$ cat src/rtl/write_reg_pkg.sv
// Shared constants for the write-register destination path: selector
// encodings, the default link register and the rd field position.
package write_reg_pkg;

  typedef enum logic [1:0] {
    SEL_RT  = 2'b00,
    SEL_RD  = 2'b01,
    SEL_ALT = 2'b10,
    SEL_RA  = 2'b11
  } sel_e;

  localparam int unsigned DEFAULT_RA_ADDR = 31;
  localparam int unsigned RD_MSB          = 15;
  localparam int unsigned RD_LSB          = 11;

endpackage

$ cat src/rtl/write_reg_select.sv
// Combinational destination-register decode: rt, rd (offset[15:11]),
// alternate register or the link register.
module write_reg_select
  import write_reg_pkg::*;
#(
  parameter int unsigned ADDR_W  = 5,
  parameter int unsigned RA_ADDR = DEFAULT_RA_ADDR
) (
  input  logic [1:0]        selector,
  input  logic [ADDR_W-1:0] rt,
  input  logic [15:0]       offset,
  input  logic [ADDR_W-1:0] alt_reg,
  output logic [ADDR_W-1:0] dest
);

  localparam int unsigned RD_W = RD_MSB - RD_LSB + 1;
  localparam logic [ADDR_W-1:0] RA = RA_ADDR[ADDR_W-1:0];

  logic [RD_W-1:0]   w_rd_field;
  logic [ADDR_W-1:0] w_rd;
  logic              w_unused;

  assign w_rd_field = offset[RD_MSB:RD_LSB];
  assign w_unused   = ^{offset[RD_LSB-1:0], w_rd_field};

  // Narrow address spaces keep the low bits of the rd slice; wide ones zero-extend.
  if (ADDR_W <= RD_W) begin : g_rd_narrow
    assign w_rd = w_rd_field[ADDR_W-1:0];
  end else begin : g_rd_wide
    assign w_rd = {{(ADDR_W - RD_W){1'b0}}, w_rd_field};
  end

  always_comb begin
    dest = rt;
    case (sel_e'(selector))
      SEL_RT:  dest = rt;
      SEL_RD:  dest = w_rd;
      SEL_ALT: dest = alt_reg;
      SEL_RA:  dest = RA;
      default: dest = rt;
    endcase
  end

endmodule

$ cat src/rtl/write_reg_queue.sv
// In-order queue of pending register writes with a valid/ready write-back
// port, flush, and read-after-write hazard detection for two sources.
module write_reg_queue
  import write_reg_pkg::*;
#(
  parameter int unsigned ADDR_W  = 5,
  parameter int unsigned DEPTH   = 4,
  parameter int unsigned RA_ADDR = DEFAULT_RA_ADDR
) (
  input  logic                     clk,
  input  logic                     reset,
  input  logic [1:0]               selector,
  input  logic [ADDR_W-1:0]        rt,
  input  logic [15:0]              offset,
  input  logic [ADDR_W-1:0]        alt_reg,
  input  logic                     push_valid,
  output logic                     push_ready,
  output logic                     wb_valid,
  output logic [ADDR_W-1:0]        wb_reg,
  input  logic                     wb_ready,
  input  logic                     flush,
  input  logic [ADDR_W-1:0]        src_a,
  input  logic [ADDR_W-1:0]        src_b,
  output logic                     hazard_a,
  output logic                     hazard_b,
  output logic [$clog2(DEPTH):0]   count
);

  localparam int unsigned PTR_W = $clog2(DEPTH);
  localparam int unsigned CNT_W = PTR_W + 1;
  localparam logic [CNT_W-1:0] FULL_CNT = CNT_W'(DEPTH);

  logic [ADDR_W-1:0] r_entries [DEPTH];
  logic [PTR_W-1:0]  r_wr_ptr;
  logic [PTR_W-1:0]  r_rd_ptr;
  logic [CNT_W-1:0]  r_count;

  logic [ADDR_W-1:0] w_dest;
  logic              w_push;
  logic              w_pop;
  logic [DEPTH-1:0]  w_valid;
  logic [DEPTH-1:0]  w_hit_a;
  logic [DEPTH-1:0]  w_hit_b;

  write_reg_select #(
    .ADDR_W  (ADDR_W),
    .RA_ADDR (RA_ADDR)
  ) u_select (
    .selector (selector),
    .rt       (rt),
    .offset   (offset),
    .alt_reg  (alt_reg),
    .dest     (w_dest)
  );

  assign push_ready = (r_count != FULL_CNT);
  assign wb_valid   = (r_count != '0);
  assign w_push     = push_valid && push_ready;
  assign w_pop      = wb_valid && wb_ready;
  assign wb_reg     = wb_valid ? r_entries[r_rd_ptr] : '0;
  assign count      = r_count;

  always_ff @(posedge clk or negedge reset) begin
    if (!reset) begin
      r_wr_ptr <= '0;
      r_rd_ptr <= '0;
      r_count  <= '0;
      for (int i = 0; i < DEPTH; i++) r_entries[i] <= '0;
    end else if (flush) begin
      r_wr_ptr <= '0;
      r_rd_ptr <= '0;
      r_count  <= '0;
    end else begin
      if (w_push) begin
        r_entries[r_wr_ptr] <= w_dest;
        r_wr_ptr            <= r_wr_ptr + 1'b1;
      end
      if (w_pop) r_rd_ptr <= r_rd_ptr + 1'b1;
      case ({w_push, w_pop})
        2'b10:   r_count <= r_count + 1'b1;
        2'b01:   r_count <= r_count - 1'b1;
        default: r_count <= r_count;
      endcase
    end
  end

  // An entry is live when its distance from the head is below the count.
  for (genvar gi = 0; gi < DEPTH; gi++) begin : g_cmp
    localparam logic [PTR_W-1:0] IDX = PTR_W'(gi);
    logic [PTR_W-1:0] w_dist;
    assign w_dist      = IDX - r_rd_ptr;
    assign w_valid[gi] = ({1'b0, w_dist} < r_count);
    assign w_hit_a[gi] = w_valid[gi] && (r_entries[gi] == src_a);
    assign w_hit_b[gi] = w_valid[gi] && (r_entries[gi] == src_b);
  end

  assign hazard_a = (src_a != '0) && (|w_hit_a);
  assign hazard_b = (src_b != '0) && (|w_hit_b);

endmodule
$ cat config.mk
export PLATFORM = sky130hd
export DESIGN_NAME = write_reg_queue
export DESIGN_NICKNAME = d
export VERILOG_FILES = /design/src/rtl/write_reg_pkg.sv /design/src/rtl/write_reg_select.sv /design/src/rtl/write_reg_queue.sv
export SDC_FILE = /design/constraint.sdc
export NUM_CORES = 1
export LEC_CHECK = 0
export CORE_MARGIN = 3
export CORE_UTILIZATION = 55
export CTS_BUF_LIST = sky130_fd_sc_hd__clkbuf_8
export CTS_CLUSTER_DIAMETER = 100
export DETAILED_ROUTE_END_ITERATION = 16
export PLACE_DENSITY = 0.89
export SYNTH_ARGS = -nofsm -noshare
export SYNTH_HDL_FRONTEND = slang
export SYNTH_SLANG_ARGS = --single-unit
$ cat constraint.sdc
create_clock -name clk -period 3.4 [get_ports clk]
set_input_delay 0.68 -clock clk [delete_from_list [all_inputs] [get_ports clk]]
set_output_delay 0.68 -clock clk [all_outputs]
set_load 0.02 [all_outputs]
# Word-level counts from Yosys, hierarchy flattened
# Index checks and enable logic that the tools add are counted.
# Widths: inputs -> output; s select.
[word_totals]
ff_bits = 27
inputBits = 43
out_inout_bits = 12
wordCells = 76
[classes]
add_sub_neg = 8
n_lt_le_gt_ge = 7
eq_ne = 14
mux = 14
bitwise = 3
reduce_logical = 23
[ops]
columns = ["operator", "n"]
rows = [
  ["$eq 5x5->1", 8],
  ["$bwmux 20", 1],
  ["$mux 5", 4],
  ["$pmux 5 s4", 1],
  ["$logic_and 1x1->1", 13],
  ["$lt 2x3->1", 4],
  ["$bmux 5 s2", 1],
  ["$demux 5 s2", 1],
  ["$reduce_bool 5->1", 2],
  ["$mux 2", 4],
  ["$reduce_or 4->1", 2],
  ["$eq 2x2->1 const B", 3],
  ["$ge 3x3->1 const B", 2],
  ["$not 2->3", 2],
  ["$pmux 3 s2", 1],
  ["$reduce_bool 3->1", 2],
  ["$add 2x1->2 const B", 2],
  ["$eq 2x1->1 const B", 2],
  ["$reduce_bool 2->1", 2],
  ["$sub 1x2->2 const A", 2],
  ["$sub 2x2->2 const A", 2],
  ["$add 3x1->3 const B", 1],
  ["$lt 3x1->1 const B", 1],
  ["$mux 3", 1],
  ["other kinds (5)", 5],
]

# Logic depth before layout (Yosys ltp)
[logic_depth]
depth_word = 6
depth_mapped = 9
depth_no_buf = 8

# Modules after synthesis
# A second synthesis with hierarchy kept.
[unflattened]
hier_cells = 206
hier_area_um2 = 2153.3
[by_module_without_submodules]
columns = ["mod", "instances", "cells_each", "area_per_inst_um2", "seq_area_each_um2"]
rows = [
  ["write_reg_queue", 1, 194, 2014.4, 675.6],
  ["write_reg_select", 1, 12, 138.9, 0.0],
]

# Worst setup path after synthesis
# OpenSTA, ideal clock, no wires.
[synth_path]
path_type = "register to output"
startpoint = "register r_count[1] (netlist: count[1])"
endpoint = "output port hazard_b"
arrival_time_ns = 1.996
required_time_ns = 2.720
setup_slack_ns = 0.724
path_stages_with_launch = 8
cell_sequence = "dfrtp_1 inv_1 ha_1 a21boi_1 o21ba_2 nor4_1 nor4_1 a21oi_1"
[synth_between]
elab_chain_cells = 4
[synth_lines]
columns = ["item", "line_no", "source"]
rows = [
  ["from (decl)", "write_reg_queue.sv:36", "logic [CNT_W-1:0] r_count;"],
  ["from (signal assigned)", "write_reg_queue.sv:80", "2'b10: r_count <= r_count + 1'b1;"],
  ["from (signal assigned)", "write_reg_queue.sv:81", "2'b01: r_count <= r_count - 1'b1;"],
  ["from (signal assigned)", "write_reg_queue.sv:82", "default: r_count <= r_count;"],
  ["$lt 2x3->1", "write_reg_queue.sv:92", "assign w_valid[gi] = ({1'b0, w_dist} < r_count);"],
  ["$logic_and 1x1->1", "write_reg_queue.sv:94", "assign w_hit_b[gi] = w_valid[gi] && (r_entries[gi] == src_b);"],
  ["$reduce_or 4->1 *", "write_reg_queue.sv:98", "assign hazard_b = (src_b != '0) && (|w_hit_b);"],
  ["$logic_and 1x1->1 *", "write_reg_queue.sv:98", ""],
  ["to (decl)", "write_reg_queue.sv:25", "output logic hazard_b,"],
]
# Every way passes the cells marked *; elsewhere a longest branch is shown, timed or not.

# Worst setup path in the final report
[layout_path]
startpoint = "input port src_b[4]"
endpoint = "output port hazard_b"
[layout_between]
elab_chain_cells = 4
[layout_lines]
columns = ["item", "line_no", "source"]
rows = [
  ["from (decl)", "write_reg_queue.sv:23", "input logic [ADDR_W-1:0] src_b,"],
  ["$eq 5x5->1", "write_reg_queue.sv:94", ""],
  ["$logic_and 1x1->1", "write_reg_queue.sv:94", ""],
  ["$reduce_or 4->1", "write_reg_queue.sv:98", ""],
  ["$logic_and 1x1->1 *", "write_reg_queue.sv:98", ""],
]
# Marked as above.

==> results.toml <==
[run_status]
status = "finished, final reports clean"

[route]
wl_met1_mm = 2.01
met3WireLength_microns = 220
routed_wl_mm = 4.66
routedWlPerCell_microns = 16.1
vias_per_cell = 5.74
first_pass_iters = 4
top_layer = "met4"
drc = 0
vias = 1666
routed-wl-met2_mm = 2.29
drtIter0Drc = 103
ant_nets = 0

[critical_path]
critPathArrivalTime_ns = 2.51
path_class = "in2out"
slowest_stage = "clkdlybuf4s50_1"
crit_chain = "clkdlybuf4s50_1 > xnor2_1 > nand3_1 > nor4_1 > nor4_1 > a21oi_1 > dlygate4sd2_1"
path_buf_inv = 2
critPathRequiredTime_ns = 2.72
cp_max_fo = 5
critPathCaptureType = "output port"
slowest_delay_ns = 0.62
startpoint_type = "input port"
critPathTopFamily = "buffers and inverters"
crit_top_cell = "nor4_1"

[timing]
timing.hold.ws_ns = 0.593
max_clock_freq_mhz = 313
setup_violations = 0
final_hold_viol_count = 0
worstMarginPinSlew_ns = 0.442
fin_crit_ns = 3.19
relSlewSlack = 0.703
finClkSkew_ns = 0.00243
min_period_over_period = 0.939
rsz0062_at_grt = "no"
slew_viol_final = 0

[cells_and_area]
nFillCells = 262
syn2layout_area_growth_pct = 24.4
drive_above_1_share = 0.123
multiInputGateArea_sq_mm = 0.00133
fin_area_sq_mm = 0.00264
antenna_cells = 0
register_area_sq_um = 678
final_cells = 290
final_nets = 297

[clock_network]
cts_sinks = 27
cts_tree = "built"
holdBufCountCts = 0
cts.path.max_buffers = 2
clk_pin_slew_ns = 0.08
clk_latency_ns = 0.26
cts_resized = 2
cts_setup_buffers = 0
root_buffer = "clkbuf_8"
htree_levels = 1
numCtsBuffers = 3

[global_route]
track_usage = 0.224
antenna_found_initial = 0
gr-total-overflow = 0
grt_pass1_vias = 1670
grt_start_max_net_pins = 28
grt_pass1_wl_mm = 7.87

[yosys]
syn_avg_cell_area_sq_um = 10.3
synth_top_area_cell = "dfrtp_1"
synthCells = 206
synth_nets = 258
ys_seq_area_frac = 0.319
synth_area_sq_mm = 0.00212
synth_area_leaders = "dfrtp_1, xnor2_1, mux2_1"
ys_seq_elements = 27
yosys.area.top_type_share = 0.319
yosysWarningCount = 0
synthDistinctLibCells = 33

[power]
max-vdd-ir-drop_mv = 0.375
pwr-share-seq = 0.344
power.internal_mw = 1.17
swShare = 0.420
power_frac_comb = 0.574
switching_power_mw = 0.849
totalPowerFinal_mw = 2.02
p_leak_nw = 1.08
p_per_area_mw_per_mm2 = 767
p_clk_frac = 0.082

[placed_design]
place.gp.congestion = 0.927
io_buffers = 43
hpwlAfterDp_mm = 3.78
post_dp_cell_area_sq_mm = 0.00259
place_inst = 286

[floorplan]
die_w_microns = 68.1
pin_count = 55
std_cell_rows = 21
coreArea_sq_mm = 0.00352
die_h_microns = 68.1
design.die.area_sq_mm = 0.00463
start_util = 0.602

[min_path]
hp-class = "reg2reg"

[job]
drv_cap = 0
[cell families after synthesis]
| kind of cell | count (synthesis) | synth area share |
|---|---|---|
| AND/OR/NAND/NOR | 51 | 0.133 |
| XOR/XNOR | 46 | 0.190 |
| multiplexers | 31 | 0.191 |
| flip-flops | 27 | 0.319 |
| buffers and inverters | 25 | 0.0519 |
| AO/OA/AOI/OAI | 17 | 0.0584 |
| adder cells (fa/ha/maj) | 9 | 0.0567 |
[worst paths after layout]
| kind | startpoint | endpoint | slack [ns] | depth (start not counted) |
|---|---|---|---|---|
| max reg2reg | count[2]$_DFFE_PN0P_ | count[2]$_DFFE_PN0P_ | 1.21 | 7 |
| min in group asynchronous | reset | r_entries[19]$_DFFE_PN0P_ | 0.77 | 2 |
| min | r_wr_ptr[1]$_DFFE_PN0P_ | r_wr_ptr[1]$_DFFE_PN0P_ | 0.59 | 2 |
| min reg2reg | r_wr_ptr[1]$_DFFE_PN0P_ | r_wr_ptr[1]$_DFFE_PN0P_ | 0.59 | 2 |
| max in group asynchronous | reset | r_rd_ptr[1]$_DFFE_PN0P_ | 2.35 | 2 |
| max | src_b[4] | hazard_b | 0.21 | 7 |
[power by group through the flow]
| stage | sequential (mW) | clock (mW) | combinational (mW) |
|---|---|---|---|
| global placement | 0.681 | 0 | 1.13 |
| floorplan | 0.633 | 0 | 0.833 |
| CTS | 0.685 | 0.173 | 1.17 |
| global route | 0.722 | 0.187 | 1.27 |
| detailed placement | 0.693 | 0 | 1.16 |
| finish | 0.696 | 0.167 | 1.16 |
[synth_stat cells]
master    number
a21boi_1       1
a21o_1         1
a21oi_1        5
and2_1         5
and3b_4        1
buf_1          3
buf_2          1
buf_6          2
clkbuf_1      11
dfrtp_1       27
fa_1           1
ha_1           8
inv_1          8
mux2_1        20
mux2_2         5
mux2i_1        1
mux4_2         5
nand2_1        4
nand2_2        4
nand2b_1       3
nand3_1       12
nor2_1         7
nor2b_1        1
nor3_1         2
nor4_1        10
o21ba_2        2
o22a_1         5
o22ai_1        2
o31ai_1        1
or3_1          1
or3b_1         1
xnor2_1       29
xor2_1        17
[metrics by stage]
stage	setup WS, ns	setup TNS, ns	util
after CTS	0.0000961	0	0.748
after global placement	0.0345	0	0.735
after floorplan	0.724	0	-
final	0.209	0	0.749
after detailed placement	-0.0596	-0.0596	0.735
after global routing	0.127	0	0.749
[layer usage]
metal / up-vias / global-route usage
li1: 790 / -
met1: 789 / 0.297
met2: 73 / 0.381
met3: 14 / 0.0115
met4: 0 / 0.0943
met5: - / 0
[flip-flops by register name (all words and copies together), names as in the netlist]
| name | flops |
|---|---|
| count | 3 |
| r_entries | 20 |
| r_rd_ptr | 2 |
| r_wr_ptr | 2 |
[cell usage in the layout, fill, tap and decap left out, drive strengths merged, types with 2 or more instances in the layout]
cell type,Yosys,final
xnor2,29,29
nand3,12,12
clkdlybuf4s50,0,41
buf,6,8
mux4,5,5
inv,8,9
clkbuf,11,3
nand2,8,8
nor2,7,7
nand2b,3,3
dfrtp,27,27
nor4,10,10
ha,8,8
a21oi,5,5
mux2,25,25
nor3,2,2
and2,5,5
o21ba,2,2
o22ai,2,2
xor2,17,17
o22a,5,5
[worst reg2reg max path, cell delays in order (launching register included)]
cell	delay [ns]
dfrtp_1	0.50
o31ai_1	0.48
a21o_1	0.21
inv_1	0.07
fa_1	0.39
mux2i_1	0.22
xnor2_1	0.15
nor2_1	0.06
[cell type report]
type                            instances  share of cell area
Clock buffer                            3              0.0157
Sequential cell                        27               0.257
Timing Repair Buffer                   51               0.187
Inverter                                8              0.0114
Tap cell                               46              0.0218
Clock inverter                          1             0.00142
Multi-Input combinational cell        154               0.506
No activity file was read; power rests on OpenSTA's default activity.
